## config.mk

```make
export PLATFORM = sky130hd
export DESIGN_NAME = tim_apb_requester
export DESIGN_NICKNAME = d
export VERILOG_FILES = /design/src/rtl/tim_apb_requester.sv
export SDC_FILE = /design/constraint.sdc
export NUM_CORES = 1
export LEC_CHECK = 0
export BUFFER_PORTS_ARGS = -buffer_cell sky130_fd_sc_hd__buf_2
export CAP_MARGIN = 20
export CORE_UTILIZATION = 51
export CTS_CLUSTER_DIAMETER = 100
export DETAILED_ROUTE_END_ITERATION = 10
export PLACE_DENSITY = 0.85
export SYNTH_ARGS = -nofsm -noshare
export SYNTH_HDL_FRONTEND = slang
export SYNTH_SLANG_ARGS = --single-unit
```

## constraint.sdc

```tcl
create_clock -name sys_clk -period 4.79 [get_ports sys_clk]
set_input_delay 0.479 -clock sys_clk [delete_from_list [all_inputs] [get_ports sys_clk]]
set_output_delay 0.479 -clock sys_clk [all_outputs]
set_load 0.005 [all_outputs]
```

## src/rtl/tim_apb_requester.sv

```systemverilog
// tim_apb_requester: turns single valid/ready commands into APB transfers and
// returns one response per command. At most one transfer is in flight.
// Optional build macro APB_TIMEOUT_EN: aborts an ACCESS phase that has seen no
// pready for TIMEOUT_CYCLES cycles and returns an error response.
module tim_apb_requester #(
    parameter int unsigned TIMEOUT_CYCLES = 16
) (
    input  logic        sys_clk,
    input  logic        sys_rst_n,
    // command side
    input  logic        cmd_valid,
    output logic        cmd_ready,
    input  logic        cmd_write,
    input  logic [11:0] cmd_addr,
    input  logic [31:0] cmd_wdata,
    input  logic [3:0]  cmd_strb,
    // response side
    output logic        rsp_valid,
    input  logic        rsp_ready,
    output logic [31:0] rsp_rdata,
    output logic        rsp_err,
    // APB requester
    output logic        tim_psel,
    output logic        tim_penable,
    output logic        tim_pwrite,
    output logic [11:0] tim_paddr,
    output logic [31:0] tim_pwdata,
    output logic [3:0]  tim_pstrb,
    input  logic        tim_pready,
    input  logic        tim_pslverr,
    input  logic [31:0] tim_prdata
);

    typedef enum logic [1:0] {
        ST_IDLE   = 2'd0,
        ST_SETUP  = 2'd1,
        ST_ACCESS = 2'd2,
        ST_RESP   = 2'd3
    } state_t;

    state_t state;
    logic   wr_q;       // direction of the transfer in flight, survives APB clear

`ifdef APB_TIMEOUT_EN
    localparam int unsigned CNT_W = (TIMEOUT_CYCLES < 1) ? 1 : $clog2(TIMEOUT_CYCLES + 1);
    logic [CNT_W-1:0] tout_cnt;
`endif

    // Transfer sequencer; every output is a flop loaded on state transitions
    always_ff @(posedge sys_clk or negedge sys_rst_n) begin
        if (!sys_rst_n) begin
            state       <= ST_IDLE;
            cmd_ready   <= 1'b0;
            wr_q        <= 1'b0;
            rsp_valid   <= 1'b0;
            rsp_rdata   <= '0;
            rsp_err     <= 1'b0;
            tim_psel    <= 1'b0;
            tim_penable <= 1'b0;
            tim_pwrite  <= 1'b0;
            tim_paddr   <= '0;
            tim_pwdata  <= '0;
            tim_pstrb   <= '0;
`ifdef APB_TIMEOUT_EN
            tout_cnt    <= '0;
`endif
        end else begin
            case (state)
                ST_IDLE: begin
                    cmd_ready <= 1'b1;
                    if (cmd_valid && cmd_ready) begin
                        cmd_ready  <= 1'b0;
                        wr_q       <= cmd_write;
                        tim_psel   <= 1'b1;
                        tim_pwrite <= cmd_write;
                        tim_paddr  <= cmd_addr;
                        // reads carry no data and no strobes on the bus
                        tim_pwdata <= cmd_write ? cmd_wdata : 32'd0;
                        tim_pstrb  <= cmd_write ? cmd_strb : 4'd0;
                        state      <= ST_SETUP;
                    end
                end

                ST_SETUP: begin
                    tim_penable <= 1'b1;
`ifdef APB_TIMEOUT_EN
                    tout_cnt    <= '0;
`endif
                    state       <= ST_ACCESS;
                end

                ST_ACCESS: begin
                    if (tim_pready) begin
                        rsp_valid   <= 1'b1;
                        rsp_rdata   <= wr_q ? 32'd0 : tim_prdata;
                        rsp_err     <= tim_pslverr;
                        tim_psel    <= 1'b0;
                        tim_penable <= 1'b0;
                        tim_pwrite  <= 1'b0;
                        tim_paddr   <= '0;
                        tim_pwdata  <= '0;
                        tim_pstrb   <= '0;
                        state       <= ST_RESP;
                    end
`ifdef APB_TIMEOUT_EN
                    else if (tout_cnt == CNT_W'(TIMEOUT_CYCLES - 1)) begin
                        // this stalled cycle brings the count to the limit
                        tout_cnt    <= tout_cnt + CNT_W'(1);
                        rsp_valid   <= 1'b1;
                        rsp_rdata   <= '0;
                        rsp_err     <= 1'b1;
                        tim_psel    <= 1'b0;
                        tim_penable <= 1'b0;
                        tim_pwrite  <= 1'b0;
                        tim_paddr   <= '0;
                        tim_pwdata  <= '0;
                        tim_pstrb   <= '0;
                        state       <= ST_RESP;
                    end else begin
                        tout_cnt <= tout_cnt + CNT_W'(1);
                    end
`endif
                end

                ST_RESP: begin
                    if (rsp_ready) begin
                        rsp_valid <= 1'b0;
                        cmd_ready <= 1'b1;
                        state     <= ST_IDLE;
                    end
                end

                default: state <= ST_IDLE;
            endcase
        end
    end

endmodule

```

After elaboration in Yosys (flattened, before gate mapping):

Cells that the tools add are included.
Widths: inputs -> output; s select.

* memories: 0
* output and inout bits: 86
* word-level logic and storage cells: 59
* ROM bits: 0
* input port bits: 87
* register bits after elaboration: 89
* latch bits: 0
* bits in writable memories: 0

* shift operators: 0
* reductions and logical operators: 13
* $mul: 0
* eq/ne operators: 6
* mux-type cells: 28
* div/mod/pow operators: 0
* bitwise gates (word level): 0
* add/subtract/negate cells: 0
* $lt $le $gt $ge: 0

Operators with widths (count)
* $mux 32: 4
* $pmux 32 s2: 1
* $mux 12: 2
* $pmux 12 s2: 1
* $mux 4: 3
* $pmux 1 s2: 5
* $reduce_and 3->1: 3
* $pmux 2 s4: 1
* $pmux 4 s2: 1
* $reduce_and 2->1: 4
* $reduce_bool 2->1: 4
* $mux 1: 7
* $mux 2: 3
* $ne 2x2->1 const B: 3
* $eq 2x2->1 const B: 2
* $eq 2x1->1 const B: 1
* $logic_not 2->1: 1
* $logic_and 1x1->1: 1

Logic depth before layout (Yosys ltp):

Gate-level depths: netlist of run 1.

* depth after elaboration: 3
* depth in mapped cells: 7
* mapped depth without buffers: 5

Worst setup path after synthesis of run 1:

Ideal clock, no wire load.

* path kind: register to register
* start point: register state[0]
* end point: register tim_paddr[1]
* clock period less this slack: 1.742 ns
* path buffers: 1
* data arrival time: 1.618 ns
* data required time: 4.665 ns
* stages on the path, launching flop included: 7
* path slack: 3.048 ns
* path through: dfrtp_1 inv_1 ha_1 a21boi_1 nor3_2 buf_4 mux2_2

* longest elaborated chain between the ends: 3
* elaborated cells on any way between the ends: 7

Ends and longest elaborated chain
* start, declared: line 41 `state_t state;`
* start signal, assigned: line 52 `state <= ST_IDLE;`
* start signal, assigned: line 80 `state <= ST_SETUP;`
* start signal, assigned: line 89 `state <= ST_ACCESS;`
* $eq 2x2->1 / $logic_not 2->1 (equally long branches): line 68 `case (state)`
* $ne 2x2->1 (no line) / $reduce_bool 2->1 (equally long branches)
* $reduce_and 3->1 (no line)
* end signal, assigned: line 76 `tim_paddr <= cmd_addr;`
* end, declared: line 26 `output logic [11:0] tim_paddr,`

Parallel ways exist; a longest one is shown, timed or not.
A chain may end at the register's enable or synchronous reset.

Worst setup path after layout of run 1:

* start point: register state[0]
* end point: register tim_paddr[2]

The elaborated chain is that of the path after synthesis.

==> results of run 1 <==
## power by group through the flow
| stage | Sequential (uW) | Combinational (uW) | Clock (uW) |
|---|---|---|---|
| after floorplan | 1260 | 873 | 0 |
| after global placement | 1250 | 1320 | 0 |
| after detailed placement | 1270 | 1370 | 0 |
| after CTS | 1260 | 1380 | 526 |
| after global routing | 1300 | 1530 | 561 |
| final | 1250 | 1380 | 515 |
## worst register-to-register path: cells and delay by family (launching register included)
kind	cells	cell delay, ns
DFF	1	0.39
adders and majority gates	1	0.26
buffers and inverters	2	0.48
muxes	1	0.37
and+or+nand+nor	1	0.60
AOI/OAI and AO/OA	1	0.18
## routing by layer
layer	vias up	GRT usage, %	part of all wire (%)
met3	25	3.72	3.8
met2	97	39.2	52
met1	1484	26.9	41
li1	1519	-	-
met4	0	13.1	3.6
met5	-	0	0
## cells by family (layout without fill, tap and decap cells)
family	Yosys count	after routing
AOI/OAI and AO/OA	39	39
DFF	89	89
muxes	56	56
buffers and inverters	60	233
adders and majority gates	6	6
and+or+nand+nor	125	125
## worst paths after layout
check | endpoint | slack (ns)
max in group asynchronous | tim_penable | 4.03
max | tim_paddr[2] | 2.40
min in group sys_clk | rsp_err | 0.36
min | rsp_rdata[11] | 0.12
max reg2reg | tim_paddr[2] | 2.40
min reg2reg | rsp_rdata[15] | 0.48
## layout make-up
class / instances / area [um2]
inverter: 40 / 150
fill: 590 / 2260
clock buffer: 12 / 155
clock inverter: 3 / 40.0
sequential: 89 / 2230
timing repair buffer: 178 / 941
tap: 99 / 124
multi-input combinational: 226 / 1470
## flip-flops by register name, summed over array words and instances, names as in the netlist, 2 cells and up
name        count
tim_pwdata     32
tim_paddr      12
state           2
rsp_rdata      32
tim_pstrb       4
## cell usage in the layout, fill, tap and decap left out, drive strengths merged, types with 6 or more instances in the layout
master	n
ha	6
dfrtp	89
o21ai	36
mux2	16
nand2b	32
inv	40
buf	178
mux2i	40
nor2b	16
clkbuf	12
nand2	72
## stage by stage
stage,total power (uW),setup WS [ns],std cells,hold slack [ns],util [%]
floorplan,2130,3.05,375,0.183,-
global placement,2580,2.43,630,0.458,66.0
detailed placement,2640,2.36,630,0.466,66.0
CTS,3160,2.34,645,0.347,68.6
global route,3390,2.22,647,0.147,69.3
finish,3150,2.40,647,0.118,69.3
==> flow_metrics.py, run 1 <==
metrics = {
    "floorplanning": {
        "start_util_pct": 53.3,
        "die_w_um": 89.8,
        "ioPinCount": 173,
        "die-height_um": 89.8,
        "core_um2": 7370,
        "rows": 31,
        "die_area_um2": 8060,
    },
    "worst_setup_path": {
        "crit_type": "register to register",
        "cpLargestDelayFamily": "simple AND/OR/NAND/NOR gates",
        "critPathLaunchType": "register",
        "arrival_ns": 2.63,
        "path_depth": 6,
        "critPathBufInv": 2,
        "required_ns": 5.02,
        "cp-startpoint": "state[0]",
        "slowest_delay_ns": 0.60,
        "worst-r2r-cell-count": 6,
        "crit_path_end_kind": "register",
        "critical-path-slowest-cell": "nor3_4",
        "critPathMaxFanout": 15,
        "worstReg2RegStart": "state[0]",
        "path_cells": "inv_1, ha_1, a21boi_1, nor3_4, buf_4, mux2_2",
    },
    "timing": {
        "finalCritPeriodShare_pct": 50.0,
        "hold_viol_final": 0,
        "worstMarginPinSlew_ns": 0.759,
        "post-route-min-period_ns": 2.39,
        "setup_tns_ns": 0,
        "rsz0062_at_grt": "false",
        "max_slew_margin_pct": 49.4,
        "max_freq_mhz": 418,
        "setup_viol": 0,
        "maxSlewViolCount": 0,
        "fin_skew_ns": 0.00767,
    },
    "clock_network": {
        "cts_buffers": 9,
        "cts_sinks": 89,
        "clk_pin_slew_worst_paths_ns": 0.09,
        "root_buffer": "clkbuf_8",
        "post_cts_buffers": 0,
        "ctsHoldBuffers": 0,
        "cts_resized": 0,
        "clk_path_buf_depth": 2,
        "htreeDepth": 3,
        "cts_tree": "done",
        "worstSkewPairLatency_ns": 0.34,
    },
    "cells_and_area": {
        "final_nets": 637,
        "layout-drive-gt1-share_pct": 38.3,
        "diodes": 0,
        "syn2layout_area_growth_pct": 29.9,
        "final_area_um2": 5100,
    },
    "placed_design": {
        "gp_congestion": 0.831,
        "io_buffers": 172,
        "dp_hpwl_um": 6340,
        "dpl_cell_area_um2": 4860,
    },
    "routing": {
        "via_per_inst": 4.83,
        "drt_iter0_markers": 174,
        "drt_pre_antenna_iters": 6,
        "drc_errors": 0,
        "ant_nets": 0,
        "vias": 3125,
        "routed_wl_um": 8820,
        "routedWlPerCell_um": 13.6,
    },
    "synth": {
        "ys.flop_type": "dfrtp_1",
        "synth_top_family_by_area": "simple AND/OR/NAND/NOR gates",
        "synth_top_area_share_pct": 56.7,
        "yosysUniqueCellTypes": 19,
        "ys_async_sr_fraction_pct": 100,
        "ys_warn_count": 0,
        "synthesis.nets": 468,
        "yosys.area.top_type": "dfrtp_1",
        "synth_area_leaders": "dfrtp_1, mux2i_1, nand2_1",
        "synth-seq-cells": 89,
        "synth_compound_area_share_pct": 5.22,
        "synth_cells": 375,
        "mappedNetlistArea_um2": 3930,
        "synth.most_common_cell": "dfrtp_1",
        "yosys-top-cells-count": "dfrtp_1, nand2_1, inv_1, mux2i_1, o21ai_0",
        "synth_edf_count": 0,
        "synth_simple_gate_area_share_pct": 15.2,
        "synth_fa_ha_area_share_pct": 1.91,
        "synthMuxAreaShare_pct": 14.8,
        "syn_avg_cell_area_um2": 10.5,
        "synth_xor_xnor_area_share_pct": 0,
        "yosysSeqAreaShare_pct": 56.7,
    },
    "power": {
        "p_leak_uw": 0.00275,
        "comb_power_share_pct": 43.8,
        "switchingPower_uw": 1120,
        "power_density_nw_per_um2": 617,
        "ir_worst_vdd_mv": 0.382,
        "power_frac_seq_pct": 39.8,
        "p_clk_share_pct": 16.4,
        "power.internal_uw": 2030,
        "sw_frac_of_total_pct": 35.6,
    },
    "global_routing": {
        "antenna_found_initial": 0,
        "overflow": 0,
        "grt_pass1_vias": 3148,
        "grt_util_all_layers_pct": 22.8,
        "grt_max_degree": 90,
        "grt_pass1_wl_um": 14600,
    },
    "hold_path": {
        "hold_class": "input port to asynchronous set/reset pin",
    },
    "job": {
        "cap_viol_max_count": 0,
    },
    "status": {
        "status": "complete, no violations",
    },
}
Note: power is estimated with default switching activity, not from simulation.
==> run 2, diff against run 1 <==
--- a/config.mk
+++ b/config.mk
@@ -5,12 +5,13 @@
 export SDC_FILE = /design/constraint.sdc
 export NUM_CORES = 1
 export LEC_CHECK = 0
+export ABC_AREA = 1
 export BUFFER_PORTS_ARGS = -buffer_cell sky130_fd_sc_hd__buf_2
 export CAP_MARGIN = 20
-export CORE_UTILIZATION = 51
+export CORE_UTILIZATION = 48
 export CTS_CLUSTER_DIAMETER = 100
 export DETAILED_ROUTE_END_ITERATION = 10
-export PLACE_DENSITY = 0.85
+export PLACE_DENSITY = 0.8
 export SYNTH_ARGS = -nofsm -noshare
 export SYNTH_HDL_FRONTEND = slang
 export SYNTH_SLANG_ARGS = --single-unit
==> constraint.sdc (replaced) <==
create_clock -name sys_clk -period 2.41 [get_ports sys_clk]
set_input_delay 0.241 -clock sys_clk [delete_from_list [all_inputs] [get_ports sys_clk]]
set_output_delay 0.241 -clock sys_clk [all_outputs]
set_load 0.005 [all_outputs]
==> run 2 against run 1 <==
Net effect: largest power group unchanged; highest routed layer unchanged; global-route usage rose by 0.60 points; power rose by 110%; critical endpoint is now tim_pwdata[19]; via count rose by 28%; clock power rose by 94%; final cell count rose by 21%; first-iteration DRC count fell by 12%; clock skew rose by 0.0046 ns; maximum frequency rose by 29%.
==> flow_metrics.py, run 2 <==
metrics = {
    "status": {
        "status": "complete, no violations",
    },
    "global_routing": {
        "grt_pass1_vias": 3658,
        "grt_max_degree": 66,
        "overflow": 0,
        "antenna_found_initial": 0,
        "grt_util_all_layers_pct": 23.4,
        "grt_pass1_wl_um": 16400,
    },
    "worst_setup_path": {
        "path_cells": "inv_1, ha_1, nand2_2, nand3_2, buf_4, nand2_1, nand2_1",
        "arrival_ns": 2.14,
        "crit_type": "register to register",
        "required_ns": 2.69,
        "worst-r2r-cell-count": 7,
        "crit_path_end_kind": "register",
        "critPathMaxFanout": 50,
        "cpLargestDelayFamily": "buffers and inverters",
        "critical-path-slowest-cell": "buf_4",
        "cp_common_cell": "nand2_1",
        "critPathLaunchType": "register",
        "slowest_delay_ns": 0.43,
        "critPathBufInv": 2,
        "path_depth": 7,
    },
    "floorplanning": {
        "die-height_um": 94.9,
        "die_w_um": 94.9,
        "start_util_pct": 49.9,
        "core_um2": 8300,
        "ioPinCount": 173,
        "die_area_um2": 9010,
        "rows": 33,
    },
    "routing": {
        "drt_pre_antenna_iters": 5,
        "drt_iter0_markers": 153,
        "vias": 3997,
        "routed_wl_um": 10400,
        "drc_errors": 0,
        "via_per_inst": 5.09,
        "routedWlPerCell_um": 13.2,
        "ant_nets": 0,
    },
    "timing": {
        "hold_viol_final": 0,
        "max_slew_margin_pct": 37.1,
        "setup_tns_ns": 0,
        "finalCritPeriodShare_pct": 77.2,
        "max_freq_mhz": 538,
        "maxSlewViolCount": 0,
        "worstMarginPinSlew_ns": 0.942,
        "fin_skew_ns": 0.0123,
        "post-route-min-period_ns": 1.86,
        "rsz0062_at_grt": "false",
        "setup_viol": 0,
    },
    "synth": {
        "synth.most_common_cell": "nand2_1",
        "yosysSeqAreaShare_pct": 53.7,
        "syn_avg_cell_area_um2": 7.91,
        "yosysUniqueCellTypes": 15,
        "synthesis.nets": 617,
        "ys_async_sr_fraction_pct": 100,
        "synth-seq-cells": 89,
        "ys_warn_count": 0,
        "yosys.area.top_type": "dfrtp_1",
        "synth_edf_count": 0,
        "synth_cells": 524,
        "synth_top_area_share_pct": 53.7,
        "mappedNetlistArea_um2": 4150,
        "yosys-top-cells-count": "nand2_1, dfrtp_1, nand4_1",
        "synth_area_leaders": "dfrtp_1, nand2_1, nand4_1",
        "ys.flop_type": "dfrtp_1",
    },
    "clock_network": {
        "cts_tree": "done",
        "clk_path_buf_depth": 2,
        "worstSkewPairLatency_ns": 0.34,
        "clk_pin_slew_worst_paths_ns": 0.08,
        "htreeDepth": 3,
        "cts_buffers": 9,
        "root_buffer": "clkbuf_8",
        "cts_sinks": 89,
    },
    "cells_and_area": {
        "layout_commonest_cell": "nand2_1",
        "final_nets": 770,
        "top_regs": "rsp_rdata: 32 flops, tim_pwdata: 32 flops, tim_paddr: 12 flops",
        "diodes": 0,
        "layout-drive-gt1-share_pct": 29.5,
        "fin_util_pct": 63.1,
        "syn2layout_area_growth_pct": 26.4,
        "final_cell_mix": "nand2_1, buf_2, dfrtp_1",
    },
    "power": {
        "power_density_nw_per_um2": 1270,
        "ir_worst_vdd_mv": 0.531,
        "p_leak_uw": 0.00312,
    },
    "hold_path": {
        "hold_depth": 3,
        "hold_class": "input port to register",
    },
    "placed_design": {
        "io_buffers": 172,
        "gp_congestion": 0.796,
        "dp_hpwl_um": 7110,
    },
    "job": {
        "cap_viol_max_count": 0,
    },
}
run 2: repair_timing:
action                                  in CTS  in global routing
resized for setup                            0                  0
hold buffers                                 1                  0
setup buffers                                0                  0
endpoints found under the setup margin       0                  0
endpoints found under the hold margin       47                  0
run 2: kinds of logic after synthesis:
group	share of synthesized area (%)
flops	53.7
fa+ha+maj	1.81
buf+inv	6.79
compound gates	4.41
simple gates	33.3
run 2: area by class of cell:
| class | count | area, um2 |
|---|---|---|
| multi-input cells | 371 | 1640 |
| well taps | 105 | 131 |
| inverters | 24 | 90.1 |
| flip-flops and latches | 89 | 2230 |
| clock buffers | 10 | 138 |
| fillers | 743 | 3060 |
| repair buffers | 182 | 953 |
| clock inverters | 5 | 56.3 |
run 2: final timing paths:
kind	endpoint	slack, ns	from
max	tim_pwdata[19]	0.55	state[0]
min	rsp_err	0.14	tim_pslverr
max reg2reg	tim_pwdata[19]	0.55	state[0]
min reg2reg	tim_psel	0.48	tim_psel
max in group asynchronous	rsp_rdata[30]	1.31	sys_rst_n
min in group asynchronous	rsp_rdata[15]	0.45	sys_rst_n
run 2: per-stage QoR:
stage | setup slack [ns] | total power [uW] | cell area, um2 | std cells | hold slack (ns)
2_1_floorplan | 1.00 | 4450 | 4150 | 524 | -0.0546
3_3_place_gp | 0.627 | 5540 | 5030 | 770 | 0.295
3_5_place_dp | 0.568 | 5670 | 5030 | 770 | 0.299
4_1_cts | 0.554 | 6700 | 5240 | 786 | 0.117
5_1_grt | 0.326 | 7240 | 5240 | 786 | 0.132
6_report | 0.550 | 6630 | 5240 | 786 | 0.138
run 2: metal layers:
layer | part of all wire [%] | vias to the layer above | global-route usage, %
li1 | - | 1970 | -
met1 | 44 | 1858 | 29.7
met2 | 47 | 158 | 38.7
met3 | 7.7 | 11 | 4.67
met4 | 1.3 | 0 | 9.85
met5 | 0 | - | 0
run 2: power breakdown:
part           switching, uW  leakage [uW]  internal [uW]
clock network            503     0.0000981            500
registers                390       0.00115           2190
logic                   1890       0.00187           1140
total                   2790       0.00312           3840
run 2: worst min-delay path, cell delays in order:
cell     delay [ns]
buf_2          0.08
nand3_1        0.06
nand2_1        0.06
